===== config.mk =====
export PLATFORM = sky130hd
export DESIGN_NAME = adder_err_monitor
export DESIGN_NICKNAME = d
export VERILOG_FILES = /design/src/rtl/adder_err_pkg.sv /design/src/rtl/adder_err_calc.sv /design/src/rtl/adder_err_monitor.sv
export SDC_FILE = /design/constraint.sdc
export NUM_CORES = 1
export LEC_CHECK = 0
export CORE_MARGIN = 2
export CORE_UTILIZATION = 35
export DETAILED_ROUTE_END_ITERATION = 7
export PLACE_DENSITY = 0.66
export SLEW_MARGIN = 20
export SYNTH_ARGS = -nofsm -noshare
export SYNTH_HDL_FRONTEND = slang
export SYNTH_SLANG_ARGS = --single-unit

===== constraint.sdc =====
create_clock -name clk -period 2.33 [get_ports clk]
set_input_delay 0.3495 -clock clk [delete_from_list [all_inputs] [get_ports clk]]
set_output_delay 0.3495 -clock clk [all_outputs]
set_load 0.02 [all_outputs]

===== src/rtl/adder_err_pkg.sv =====
// Shared widths, FSM states and bit helpers for the approximate-adder error monitor.
package adder_err_pkg;
    localparam int OP_W   = 4;
    localparam int RES_W  = 5;
    localparam int PI_W   = 9;
    localparam int STAGES = 2;

    typedef enum logic [1:0] {
        IDLE  = 2'd0,
        RUN   = 2'd1,
        DRAIN = 2'd2,
        DONE  = 2'd3
    } state_t;

    // po carries the result LSB-last: value bit j lives at po[4-j]
    function automatic logic [RES_W-1:0] bitrev5(input logic [RES_W-1:0] po);
        logic [RES_W-1:0] v;
        for (int i = 0; i < RES_W; i++) v[i] = po[RES_W-1-i];
        return v;
    endfunction

    function automatic logic [2:0] popcount5(input logic [RES_W-1:0] v);
        logic [2:0] c;
        c = '0;
        for (int i = 0; i < RES_W; i++) c = c + {2'b00, v[i]};
        return c;
    endfunction
endpackage


===== src/rtl/adder_err_calc.sv =====
// Two-stage pipeline: exact sum / reordered approx, then error distance and Hamming distance.
module adder_err_calc
    import adder_err_pkg::*;
(
    input  logic              clk,
    input  logic              rst_n,
    input  logic              i_vld,
    input  logic [PI_W-1:0]   i_pi,
    input  logic [RES_W-1:0]  i_po,
    output logic [STAGES:1]   o_vld_pipe,
    output logic [RES_W-1:0]  o_ed,
    output logic [2:0]        o_hd
);
    logic [STAGES:1]     r_vld_pipe;
    logic [RES_W-1:0]    r_exact, r_approx, r_ed;
    logic [2:0]          r_hd;
    logic [RES_W-1:0]    w_exact, w_mag;
    logic signed [RES_W:0] w_diff, w_neg;

    assign w_exact = RES_W'(i_pi[OP_W-1:0]) + RES_W'(i_pi[2*OP_W-1:OP_W]) + RES_W'(i_pi[PI_W-1]);
    assign w_diff  = $signed({1'b0, r_approx}) - $signed({1'b0, r_exact});
    assign w_neg   = -w_diff;
    assign w_mag   = w_diff[RES_W] ? w_neg[RES_W-1:0] : w_diff[RES_W-1:0];

    always_ff @(posedge clk or negedge rst_n) begin
        if (!rst_n) begin
            r_vld_pipe <= '0;
            r_exact    <= '0;
            r_approx   <= '0;
            r_ed       <= '0;
            r_hd       <= '0;
        end else begin
            r_vld_pipe <= {r_vld_pipe[STAGES-1:1], i_vld};
            r_exact    <= w_exact;
            r_approx   <= bitrev5(i_po);
            r_ed       <= w_mag;
            r_hd       <= popcount5(r_approx ^ r_exact);
        end
    end

    assign o_vld_pipe = r_vld_pipe;
    assign o_ed       = r_ed;
    assign o_hd       = r_hd;
endmodule


===== src/rtl/adder_err_monitor.sv =====
// Windowed error characterisation of an approximate adder: FSM, handshake and saturating metrics.
module adder_err_monitor
    import adder_err_pkg::*;
#(
    parameter int CNT_W = 16,
    parameter int ACC_W = 24
) (
    input  logic              clk,
    input  logic              rst_n,
    input  logic              start,
    input  logic [CNT_W-1:0]  n_samples,
    input  logic              in_valid,
    output logic              in_ready,
    input  logic [PI_W-1:0]   pi,
    input  logic [RES_W-1:0]  po,
    output logic              busy,
    output logic              done,
    output logic [CNT_W-1:0]  err_cnt,
    output logic [ACC_W-1:0]  sum_ed,
    output logic [RES_W-1:0]  max_ed,
    output logic [ACC_W-1:0]  bit_err
);
    state_t             r_state, w_state_nxt;
    logic [CNT_W-1:0]   r_n, r_acc_cnt, r_err_cnt;
    logic [ACC_W-1:0]   r_sum_ed, r_bit_err;
    logic [RES_W-1:0]   r_max_ed;
    logic               w_accept, w_last, w_start_ok;
    logic [STAGES:1]    w_vld_pipe;
    logic [RES_W-1:0]   w_ed;
    logic [2:0]         w_hd;
    logic [ACC_W:0]     w_sum_ext, w_bit_ext;

    assign in_ready   = (r_state == RUN);
    assign busy       = (r_state == RUN) || (r_state == DRAIN);
    assign done       = (r_state == DONE);
    assign w_accept   = in_valid && in_ready;
    assign w_last     = (r_acc_cnt + CNT_W'(1)) == r_n;
    assign w_start_ok = start && ((r_state == IDLE) || (r_state == DONE));

    adder_err_calc u_calc (
        .clk        (clk),
        .rst_n      (rst_n),
        .i_vld      (w_accept),
        .i_pi       (pi),
        .i_po       (po),
        .o_vld_pipe (w_vld_pipe),
        .o_ed       (w_ed),
        .o_hd       (w_hd)
    );

    // A zero-length window skips RUN so in_ready never rises
    always_comb begin
        w_state_nxt = r_state;
        case (r_state)
            IDLE, DONE: if (start) w_state_nxt = (n_samples == '0) ? DONE : RUN;
            RUN:        if (w_accept && w_last) w_state_nxt = DRAIN;
            DRAIN:      if (w_vld_pipe == '0) w_state_nxt = DONE;
            default:    w_state_nxt = IDLE;
        endcase
    end

    assign w_sum_ext = {1'b0, r_sum_ed}  + {{(ACC_W+1-RES_W){1'b0}}, w_ed};
    assign w_bit_ext = {1'b0, r_bit_err} + {{(ACC_W-2){1'b0}}, w_hd};

    always_ff @(posedge clk or negedge rst_n) begin
        if (!rst_n) begin
            r_state   <= IDLE;
            r_n       <= '0;
            r_acc_cnt <= '0;
            r_err_cnt <= '0;
            r_sum_ed  <= '0;
            r_bit_err <= '0;
            r_max_ed  <= '0;
        end else begin
            r_state <= w_state_nxt;
            if (w_start_ok) begin
                r_n       <= n_samples;
                r_acc_cnt <= '0;
                r_err_cnt <= '0;
                r_sum_ed  <= '0;
                r_bit_err <= '0;
                r_max_ed  <= '0;
            end else begin
                if (w_accept) r_acc_cnt <= r_acc_cnt + CNT_W'(1);
                if (w_vld_pipe[STAGES]) begin
                    if (w_ed != '0) r_err_cnt <= r_err_cnt + CNT_W'(1);
                    r_sum_ed  <= w_sum_ext[ACC_W] ? '1 : w_sum_ext[ACC_W-1:0];
                    r_bit_err <= w_bit_ext[ACC_W] ? '1 : w_bit_ext[ACC_W-1:0];
                    if (w_ed > r_max_ed) r_max_ed <= w_ed;
                end
            end
        end
    end

    assign err_cnt = r_err_cnt;
    assign sum_ed  = r_sum_ed;
    assign max_ed  = r_max_ed;
    assign bit_err = r_bit_err;
endmodule


# After elaboration in Yosys (flattened, before gate mapping)

Cells that the tools add are included.

Multiplexer cells: 20
Bitwise logic cells: 1
Equality and inequality tests: 7
Reductions and logical operators: 17
Add/subtract/negate cells: 12
$lt $le $gt $ge: 1

Operators with widths:

| kind                  | number |
|---|---|
| $mux 24               | 6 |
| $mux 16               | 5 |
| $add 16x1->16 const B | 2 |
| $add 24x3->25         | 1 |
| $add 24x5->25         | 1 |
| $mux 5                | 4 |
| $eq 16x16->1          | 1 |
| $logic_not 16->1      | 1 |
| $add 3x1->3           | 3 |
| $mux 2                | 4 |
| $reduce_bool 2->1     | 4 |
| $pmux 2 s3            | 1 |
| $sub 5x5->6           | 1 |
| $add 4x4->5           | 1 |
| $add 5x1->5           | 1 |
| $gt 5x5->1            | 1 |
| $neg 5->5             | 1 |
| $reduce_bool 5->1     | 1 |
| $xor 5x5->5           | 1 |
| $eq 2x2->1 const B    | 2 |
| $logic_not 2->1       | 2 |
| $ne 2x1->1 const B    | 2 |
| $reduce_and 2->1      | 2 |
| $logic_and 1x1->1     | 3 |
| 6 further kinds       | 7 |

Output and inout port bits: 72
Logic and storage cells: 70
Bits of input ports: 34
Flip-flop bits (word level): 123

# Longest topological paths before layout

Gate-level depths: netlist (run 1).

Word-level depth: 5
Gate-level depth with buffers: 9
Gate-level depth less buffers: 9

# By module

A second synthesis (run 1) with hierarchy kept.

Cell total of the unflattened synthesis: 734
Area, all modules: 6817.8 um2

By module, submodules not included:

| module            | times used | seq. area each (um2) | cells each | area an instance (um2) |
|---|---|---|---|---|
| adder_err_monitor | 1          | 2577.5               | 647        | 5786.8 |
| adder_err_calc    | 1          | 500.5                | 87         | 1031.0 |

# Least setup slack after synthesis (run 1)

OpenSTA, ideal clock, no wires.

Kind: flip-flop to flip-flop
Start: reg r_sum_ed[0] (netlist: sum_ed[0])
End: reg r_sum_ed[10] (netlist: sum_ed[10])
Required time: 2.244 ns
Data arrival time: 2.297 ns
Slack: -0.053 ns
Cell stages (with the launch flop): 10
Setup time: 0.086 ns
Cells stage by stage: dfrtp_1 -> ha_1 -> fa_1 -> a21o_1 -> a21oi_1 -> o21bai_1 -> and2_0 -> and3_1 -> and3_1 -> nor3_1

Word-level cells in the longest chain between the ends: 4

RTL lines:

| item                   | RTL line                | RTL |
|---|---|---|
| from (decl)            | adder_err_monitor.sv:25 | `logic [ACC_W-1:0] r_sum_ed, r_bit_err;` |
| from (signal assigned) | adder_err_monitor.sv:87 | `r_sum_ed <= w_sum_ext[ACC_W] ? '1 : w_sum_ext[ACC_W-1:0];` |
| $add 24x5->25          | adder_err_monitor.sv:62 | `assign w_sum_ext = {1'b0, r_sum_ed} + {{(ACC_W+1-RES_W){1'b0}}, w_ed};` |
| $mux 24                | adder_err_monitor.sv:87 |  |
| $mux 24                | adder_err_monitor.sv:85 | `if (w_vld_pipe[STAGES]) begin` |
| $mux 24                | adder_err_monitor.sv:76 | `if (w_start_ok) begin` |

Every way passes these cells. The select of a mux whose other input is x is not followed.
A chain may end at the register's enable or synchronous reset.

# Worst setup path after layout (run 1)

Ends and elaborated chain as after synthesis.

==> flow_summary.yaml, run 1 <==
worst_setup_path:
  required_ns: 2.66
  reg2regPathDepth: 9
  rr_startpoint: "sum_ed[0]"
  worst_path_most_repeated_cell: "and3_1"
  critPathLaunchType: "register"
  cpLargestDelayFamily: "simple AND/OR/NAND/NOR gates"
  r2r_setup_slack_ns: 0.1
  critPathKind: "register to register"
  r2r_end: "sum_ed[10]"
  arrival_ns: 2.57
  endpoint_kind: "register"
  slowest_delay_ns: 0.40
  critPathBufInv: 0
  cp_slowest_cell: "dfrtp_2"
  cp_max_fo: 5
  path_cells: "ha_1, fa_2, a21o_1, a21oi_2, o21bai_4, and2_4, and3_1, and3_1, nor3_1"
clocking:
  cts_tree: "yes"
  clk_path_buf_depth: 2
  clk_latency_ns: 0.42
  h-tree-depth: 4
  numCtsBuffers: 17
  cts_sinks: 123
  clk_pin_slew_ns: 0.06
  root_buffer: "clkbuf_16"
routing:
  dr.pass1.iters: 5
  ant_nets: 0
  drc: 0
  vias: 5955
  viasPerCell: 5.11
  wire_per_inst_um: 15.0
  wirelength_um: 17500
  drt_iter0_drc: 282
synthesis:
  syn_area_mm2: 0.00692
  synth_xor_xnor_area_share_pct: 6.71
  synth_fa_ha_area_share_pct: 7.45
  ys_seq_area_share_pct: 44.5
  synth.largest_area_cell: "dfrtp_1"
  synth_top_family_by_area: "simple AND/OR/NAND/NOR gates"
  synth.top_cell.area_share_pct: 44.5
  synth_flop_cell: "dfrtp_1"
  synth_cells: 740
  netlist_top_cells_area: "dfrtp_1 (45%), ha_1 (5.4%), nand2_1 (4.8%)"
  avgSynthCellArea_um2: 9.35
  synth.area.mux_share_pct: 1.88
  synth_compound_area_share_pct: 14.0
  synthArstFlopShare_pct: 100
  synth-edff-count: 0
  ys_seq_elements: 123
  yosys_warnings: 0
  synth_cell_type_count: 63
  syn_nets: 811
  yosys.area_share.simple_pct: 20.7
placed_design:
  dp_slack_ns: -0.0531
  place_area_mm2: 0.00853
  gp_congestion: 0.842
  placed_cells: 1128
  dpl.hpwl_um: 12400
  port_buffers: 105
outcome:
  outcome: "finished, final reports clean"
sta:
  worst_slack_ns: 0.0992
  hold_violations: 0
  slew_violations: 0
  worstMarginPinSlew_ns: 0.494
  fin_worst_skew_ns: 0.00842
  hold_ws_ns: 0.310
  finalCriticalPeriod_ns: 2.23
  finalCritPeriodShare_pct: 95.7
  relSlewSlack_pct: 66.8
  fmax_ghz: 0.448
  setup_violations: 0
  fin_tns_setup_ns: 0
  rsz0062_at_grt: "no"
power:
  p_leak_nw: 4.12
  powerDensity_mw_per_mm2: 989
  irDropWorstVdd_v: 0.000477
  p_total_mw: 9.20
final_layout:
  mostFrequentLayoutCells: "dfrtp_1 (120), clkdlybuf4s50_1 (104), nand2_1 (86)"
  nFillCells: 1877
  syn_to_final_growth_pct: 34.5
  fin_util_pct: 47.9
  seq_area_mm2: 0.00308
  final_common_cell: "dfrtp_1"
  stdcell_area_mm2: 0.00930
  fin_nets: 958
  multi_input_area_mm2: 0.00365
  layout-drive-gt1-share_pct: 13.0
  fin_cells: 1165
  antennaDiodeCount: 0
global_routing:
  grt.overflow.total: 0
  antenna_found_initial: 0
  grt_pass1_wl_um: 28700
  grtUsageTotal_pct: 17.7
  grt_start_max_net_pins: 79
  grt_pass1_vias: 5771
run:
  maxCapViolCount: 0
die:
  die_y_um: 145
  num_rows: 51
  die_w_um: 145
  coreArea_mm2: 0.0194
  die_area_mm2: 0.0209
  start_util_pct: 35.6
  io_pins: 106
min_path:
  hold_path.class: "input pin to async pin"
## routing by layer
layer  wire length (µm)  GRT usage, %
met1               8040          22.9
met2               8410          29.4
met3                876          3.91
met4                195          5.72
met5                  0             0
## cell usage after synthesis, types with 19 or more instances
| library cell | n |
|---|---|
| xor2_1 | 24 |
| nand2_1 | 88 |
| o21ai_0 | 34 |
| nand3_1 | 32 |
| dfrtp_1 | 123 |
| nor2_1 | 72 |
| inv_1 | 48 |
| xnor2_1 | 29 |
| a21oi_1 | 42 |
| nor3_1 | 21 |
| and3_1 | 19 |
| ha_1 | 30 |
## worst max path at each step
stage	start	to	cells after the start
floorplan	sum_ed[0]	sum_ed[10]	9
global placement	u_calc.r_exact[0]	u_calc.o_hd[1]	8
global route	sum_ed[0]	sum_ed[10]	9
detailed placement	sum_ed[0]	sum_ed[10]	9
finish	sum_ed[0]	sum_ed[10]	9
CTS	u_calc.r_approx[1]	u_calc.o_hd[1]	8
## logic make-up after synthesis
family,count (synthesis)
flops,123
buf+inv,76
compound gates,145
fa+ha+maj,37
mux,13
simple gates,293
xor+xnor,53
## final cells by class
| type | count | share of cell area [%] |
|---|---|---|
| multi-input combinational | 541 | 39.2 |
| sequential | 123 | 33.1 |
| timing repair buffer | 154 | 15.7 |
| clock buffer | 25 | 5.11 |
| tap | 265 | 3.57 |
| inverter | 50 | 2.02 |
| clock inverter | 7 | 1.22 |
## report_power, final
| group | switching, mW | total (mW) | internal (mW) |
|---|---|---|---|
| combinational | 2.00 | 3.59 | 1.59 |
| clock | 0.932 | 2.67 | 1.73 |
| sequential | 0.402 | 2.94 | 2.54 |
## state kept, by name, indices dropped and copies added (netlist names)
signal             count
r_acc_cnt             16
u_calc.r_exact         5
u_calc.r_approx        5
bit_err               24
u_calc.o_vld_pipe      2
r_n                   16
max_ed                 5
sum_ed                24
u_calc.o_ed            5
r_state                2
u_calc.o_hd            3
err_cnt               16
## what timing repair did
action	CTS	global route
hold buffers	1	0
resized for setup	5	28
setup endpoints to repair	5	32
pin swaps	0	5
hold endpoints to repair	8	0
setup buffers	0	4
(Power assumes the default switching activity.)
==> run 2: changes to the inputs <==
--- a/config.mk
+++ b/config.mk
@@ -5,10 +5,12 @@
 export SDC_FILE = /design/constraint.sdc
 export NUM_CORES = 1
 export LEC_CHECK = 0
+export CELL_PAD_IN_SITES_DETAIL_PLACEMENT = 1
+export CELL_PAD_IN_SITES_GLOBAL_PLACEMENT = 2
 export CORE_MARGIN = 2
-export CORE_UTILIZATION = 35
+export CORE_UTILIZATION = 30
 export DETAILED_ROUTE_END_ITERATION = 7
-export PLACE_DENSITY = 0.66
+export PLACE_DENSITY = 0.84
 export SLEW_MARGIN = 20
 export SYNTH_ARGS = -nofsm -noshare
 export SYNTH_HDL_FRONTEND = slang
==> run 2 against run 1 <==
  * Via count up 1.5%
  * Clock skew up 0.0049 ns
  * Critical path depth unchanged
  * Worst hold slack better by 0.051 ns
  * Clock-buffer cell count down 7
  * Sequential cell count unchanged
  * Final cell count up 3.2%
  * First-iteration DRC count down 23%
  * Sequential power about the same
  * Total power up 2.0%
  * Worst setup slack worse by 0.029 ns
  * Wire length up 16%
  * Largest power group unchanged
  * Highest routed layer unchanged
==> flow_summary.yaml, run 2 (same netlist as run 1, synthesis figures left out) <==
die:
  die_y_um: 156
  start_util_pct: 30.5
  num_rows: 55
  die_w_um: 156
  coreArea_mm2: 0.0226
  die_area_mm2: 0.0243
  io_pins: 106
clocking:
  clk_latency_ns: 0.43
  cts_sinks: 123
  clk_pin_slew_ns: 0.06
  cts_tree: "yes"
  h-tree-depth: 4
  root_buffer: "clkbuf_16"
  numCtsBuffers: 17
  clk_path_buf_depth: 2
sta:
  setup_violations: 0
  finalCritPeriodShare_pct: 97.0
  slew_violations: 0
  hold_violations: 0
  worstMarginPinSlew_ns: 0.579
  relSlewSlack_pct: 61.4
  fmax_ghz: 0.442
  fin_worst_skew_ns: 0.0133
  finalCriticalPeriod_ns: 2.26
global_routing:
  grt_start_max_net_pins: 58
  antenna_found_initial: 0
  grtUsageTotal_pct: 17.6
  grt.overflow.total: 0
  grt_pass1_vias: 6479
  grt_pass1_wl_um: 33600
final_layout:
  final_common_cell: "dfrtp_1"
  stdcell_area_mm2: 0.00947
  syn_to_final_growth_pct: 36.9
  mostFrequentLayoutCells: "dfrtp_1 (119), clkdlybuf4s50_1 (103), nand2_1 (87)"
  fin_nets: 975
  nFillCells: 2593
  antennaDiodeCount: 0
  layout-drive-gt1-share_pct: 15.9
run:
  maxCapViolCount: 0
outcome:
  outcome: "finished, final reports clean"
power:
  irDropWorstVdd_v: 0.000485
  powerDensity_mw_per_mm2: 991
  p_leak_nw: 4.19
  p_total_mw: 9.38
worst_setup_path:
  critPathKind: "register to register"
  slowest_delay_ns: 0.38
  cp_slowest_cell: "dfrtp_1"
  required_ns: 2.67
  cpLargestDelayFamily: "compound AO/OA/AOI/OAI gates"
  critPathBufInv: 2
  path_cells: "buf_4, nand4_1, buf_4, nor2_2, xor2_1, o311ai_1, o21ai_1, o31ai_4, mux2i_1"
  worst_path_most_repeated_cell: "buf_4"
  endpoint_kind: "register"
  cp_max_fo: 5
  arrival_ns: 2.60
  critPathLaunchType: "register"
placed_design:
  dpl.hpwl_um: 14800
  gp_congestion: 0.792
  place_area_mm2: 0.00868
  port_buffers: 105
min_path:
  hold_path.class: "input pin to register"
routing:
  viasPerCell: 5.03
  wire_per_inst_um: 16.9
  drt_iter0_drc: 217
  drc: 0
  ant_nets: 0
  wirelength_um: 20300
  dr.pass1.iters: 6
  vias: 6042
## run 2: area by class of cell
| type | instances | area, µm² | share of cell area [%] |
|---|---|---|---|
| inverters | 50 | 188 | 1.98 |
| repair buffers | 171 | 1590 | 16.8 |
| clock buffers | 18 | 439 | 4.64 |
| multi-input cells | 541 | 3670 | 38.7 |
| well taps | 285 | 357 | 3.77 |
| clock inverters | 14 | 146 | 1.55 |
| flip-flops and latches | 123 | 3080 | 32.6 |
## run 2: power breakdown
part / switching [mW] / total, mW / internal [mW]
clock: 1.05 / 2.65 / 1.60
sequential: 0.400 / 2.94 / 2.54
combinational: 2.12 / 3.79 / 1.67
total: 3.57 / 9.38 / 5.81
## run 2: path summary, 6_finish.rpt
path	startpoint	endpoint	slack, ns	cells past startpoint
worst max-delay path	r_acc_cnt[1]	r_state[1]	0.07	9
worst min-delay path	po[3]	u_calc.r_approx[1]	0.36	1
worst max register to register	r_acc_cnt[1]	r_state[1]	0.07	9
worst min register to register	u_calc.o_vld_pipe[1]	u_calc.o_vld_pipe[2]	0.43	0
max in group asynchronous	rst_n	sum_ed[0]	1.29	3
min in group asynchronous	rst_n	r_n[12]	0.39	2
## run 2: per-stage QoR
stage	std cells	util, %	setup slack, ns	TNS, ns	hold WS [ns]
4_1_cts	1198	41.1	0.000573	0	0.341
6_report	1202	41.8	0.0701	0	0.361
2_1_floorplan	740	-	0.000556	0	0.0539
3_3_place_gp	1165	38.3	-0.00858	-0.00858	0.307
5_1_grt	1202	41.8	-0.0652	-0.143	0.347
3_5_place_dp	1165	38.3	-0.103	-0.246	0.307
## run 2: worst register-to-register path, delay by kind of cell (launching register included)
kind            cells  cell delay (ns)
compound gates      3             0.74
mux                 1             0.22
xor+xnor            1             0.08
buf+inv             2             0.39
flops               1             0.38
simple gates        2             0.36
## run 2: routing by layer
layer	track usage (%)	vias to the layer above	part of all wire (%)
met1	21.4	3005	44
li1	-	2924	-
met5	0	-	0
met2	31.0	92	51
met4	5.64	0	1.4
met3	4.03	21	3.4
## run 2: timing repair
action	in CTS	in global routing
hold endpoints to repair	24	0
endpoints found under the setup margin	7	34
hold buffers	1	0
pin swaps	0	11
gates resized for setup	7	31
setup buffers	0	5
==> run 3: changes to the inputs <==
--- a/config.mk
+++ b/config.mk
@@ -15,3 +15,4 @@
 export SYNTH_ARGS = -nofsm -noshare
 export SYNTH_HDL_FRONTEND = slang
 export SYNTH_SLANG_ARGS = --single-unit
+export TNS_END_PERCENT = 5
==> run 3 against run 2 <==
  * Worst hold slack gained 0.0018 ns
  * Cell area shrank 1.0%
  * Total power shrank 1.6%
  * Clock skew shrank 0.00092 ns
  * Wire length shrank 0.82%
  * Worst setup slack lost 0.067 ns
  * Sequential power is essentially flat
  * Sequential cell count is the same
  * Non-clock buffer count shrank 2
  * Final cell count shrank 0.17%
  * Highest routed layer unchanged
==> flow_summary.yaml, run 3 (same netlist as run 1, synthesis figures left out) <==
outcome:
  outcome: "finished, final reports clean"
die:
  die_y_um: 156
  die_w_um: 156
  start_util_pct: 30.5
  die_area_mm2: 0.0243
  coreArea_mm2: 0.0226
  num_rows: 55
  io_pins: 106
sta:
  worstMarginPinSlew_ns: 0.573
  setup_violations: 0
  worst_slack_ns: 0.00308
  fmax_ghz: 0.430
  fin_worst_skew_ns: 0.0124
  rsz0062_at_grt: "yes"
  finalCritPeriodShare_pct: 99.9
  hold_violations: 0
  slew_violations: 0
  relSlewSlack_pct: 61.8
  finalCriticalPeriod_ns: 2.33
placed_design:
  dpl.hpwl_um: 14800
  dp_slack_ns: -0.103
  gp_congestion: 0.792
  place_area_mm2: 0.00868
  port_buffers: 105
global_routing:
  grt_pass1_vias: 6479
  grt.overflow.total: 0
  antenna_found_initial: 0
  grt_start_max_net_pins: 58
  grtUsageTotal_pct: 17.6
  grt_pass1_wl_um: 33600
final_layout:
  fin_nets: 973
  syn_to_final_growth_pct: 35.5
  mostFrequentLayoutCells: "dfrtp_1 (122), clkdlybuf4s50_1 (103), nand2_1 (87)"
  antennaDiodeCount: 0
  layout-drive-gt1-share_pct: 13.9
  nFillCells: 2600
  fin_util_pct: 41.4
  stdcell_area_mm2: 0.00937
  final_common_cell: "dfrtp_1"
run:
  maxCapViolCount: 0
worst_setup_path:
  cp_max_fo: 6
  required_ns: 2.67
  critPathLaunchType: "register"
  endpoint_kind: "register"
  critPathKind: "register to register"
  arrival_ns: 2.67
routing:
  vias: 6019
  wirelength_um: 20100
  drc: 0
  dr.pass1.iters: 6
  wire_per_inst_um: 16.8
  ant_nets: 0
  viasPerCell: 5.02
  drt_iter0_drc: 198
clocking:
  numCtsBuffers: 17
  clk_latency_ns: 0.43
  cts_tree: "yes"
  h-tree-depth: 4
  cts_sinks: 123
  root_buffer: "clkbuf_16"
  clk_pin_slew_ns: 0.06
  clk_path_buf_depth: 2
power:
  p_leak_nw: 4.19
  powerDensity_mw_per_mm2: 985
  p_total_mw: 9.23
  irDropWorstVdd_v: 0.000461
min_path:
  hold_path.class: "input pin to register"
==> run 3: cell types whose count changed in the layout (fill, tap and decap cells not counted), sizes merged <==
cell / delta
buf: -2
==> run 3: metrics by stage <==
stage / setup TNS [ns] / std cells / hold WS, ns
detailed placement: -0.246 / 1165 / 0.307
floorplan: 0 / 740 / 0.0539
global route: -0.389 / 1200 / 0.347
CTS: 0 / 1198 / 0.341
finish: 0 / 1200 / 0.363
global placement: -0.00858 / 1165 / 0.307
==> run 3: repair_timing <==
action / 4_1_cts / 5_1_grt
pin swaps: 0 / 4
hold buffers: 1 / 0
endpoints found under the setup margin: 7 / 34
hold endpoints to repair: 24 / 0
resized for setup: 7 / 11
setup buffers: 0 / 2
==> run 3: cell type report <==
class	instances	area (µm²)	share of cell area, %
Sequential cell	123	3080	32.9
Inverter	50	188	2.00
Multi-Input combinational cell	541	3590	38.3
Tap cell	285	357	3.81
Clock inverter	14	146	1.56
Clock buffer	18	439	4.69
Timing Repair Buffer	169	1570	16.7
==> run 3: final timing paths <==
path / start / end / slack (ns) / cells after the start
min in group asynchronous: rst_n / r_n[12] / 0.39 / 2
worst min-delay path: po[3] / u_calc.r_approx[1] / 0.36 / 1
worst max register to register: r_acc_cnt[0] / r_state[0] / 0.003 / 8
max in group asynchronous: rst_n / sum_ed[0] / 1.29 / 3
worst max-delay path: r_acc_cnt[0] / r_state[0] / 0.003 / 8
worst min register to register: u_calc.o_vld_pipe[1] / u_calc.o_vld_pipe[2] / 0.42 / 0
==> run 3: per-layer routing <==
| metal | track usage (%) | share of wire (%) | up-vias |
|---|---|---|---|
| met5 | 0 | 0 | - |
| met4 | 5.64 | 1.6 | 0 |
| met3 | 4.03 | 3.7 | 24 |
| met2 | 31.0 | 51 | 97 |
| met1 | 21.4 | 44 | 2980 |
| li1 | - | - | 2918 |
==> run 3: critical path, cell delays in order (launching register included) <==
cell and delay [ns]:
dfrtp_1 0.36, buf_4 0.15, nand4_1 0.28, nor2_1 0.27, xor2_1 0.09, o311ai_0 0.31
o21ai_0 0.25, o31ai_4 0.32, mux2i_1 0.22
==> run 3: report_power, final <==
part | leakage (nW) | internal [mW] | switching (mW)
Sequential | 1.63 | 2.54 | 0.378
Clock | 0.282 | 1.60 | 1.05
Combinational | 2.28 | 1.58 | 2.08
Total | 4.19 | 5.72 | 3.51
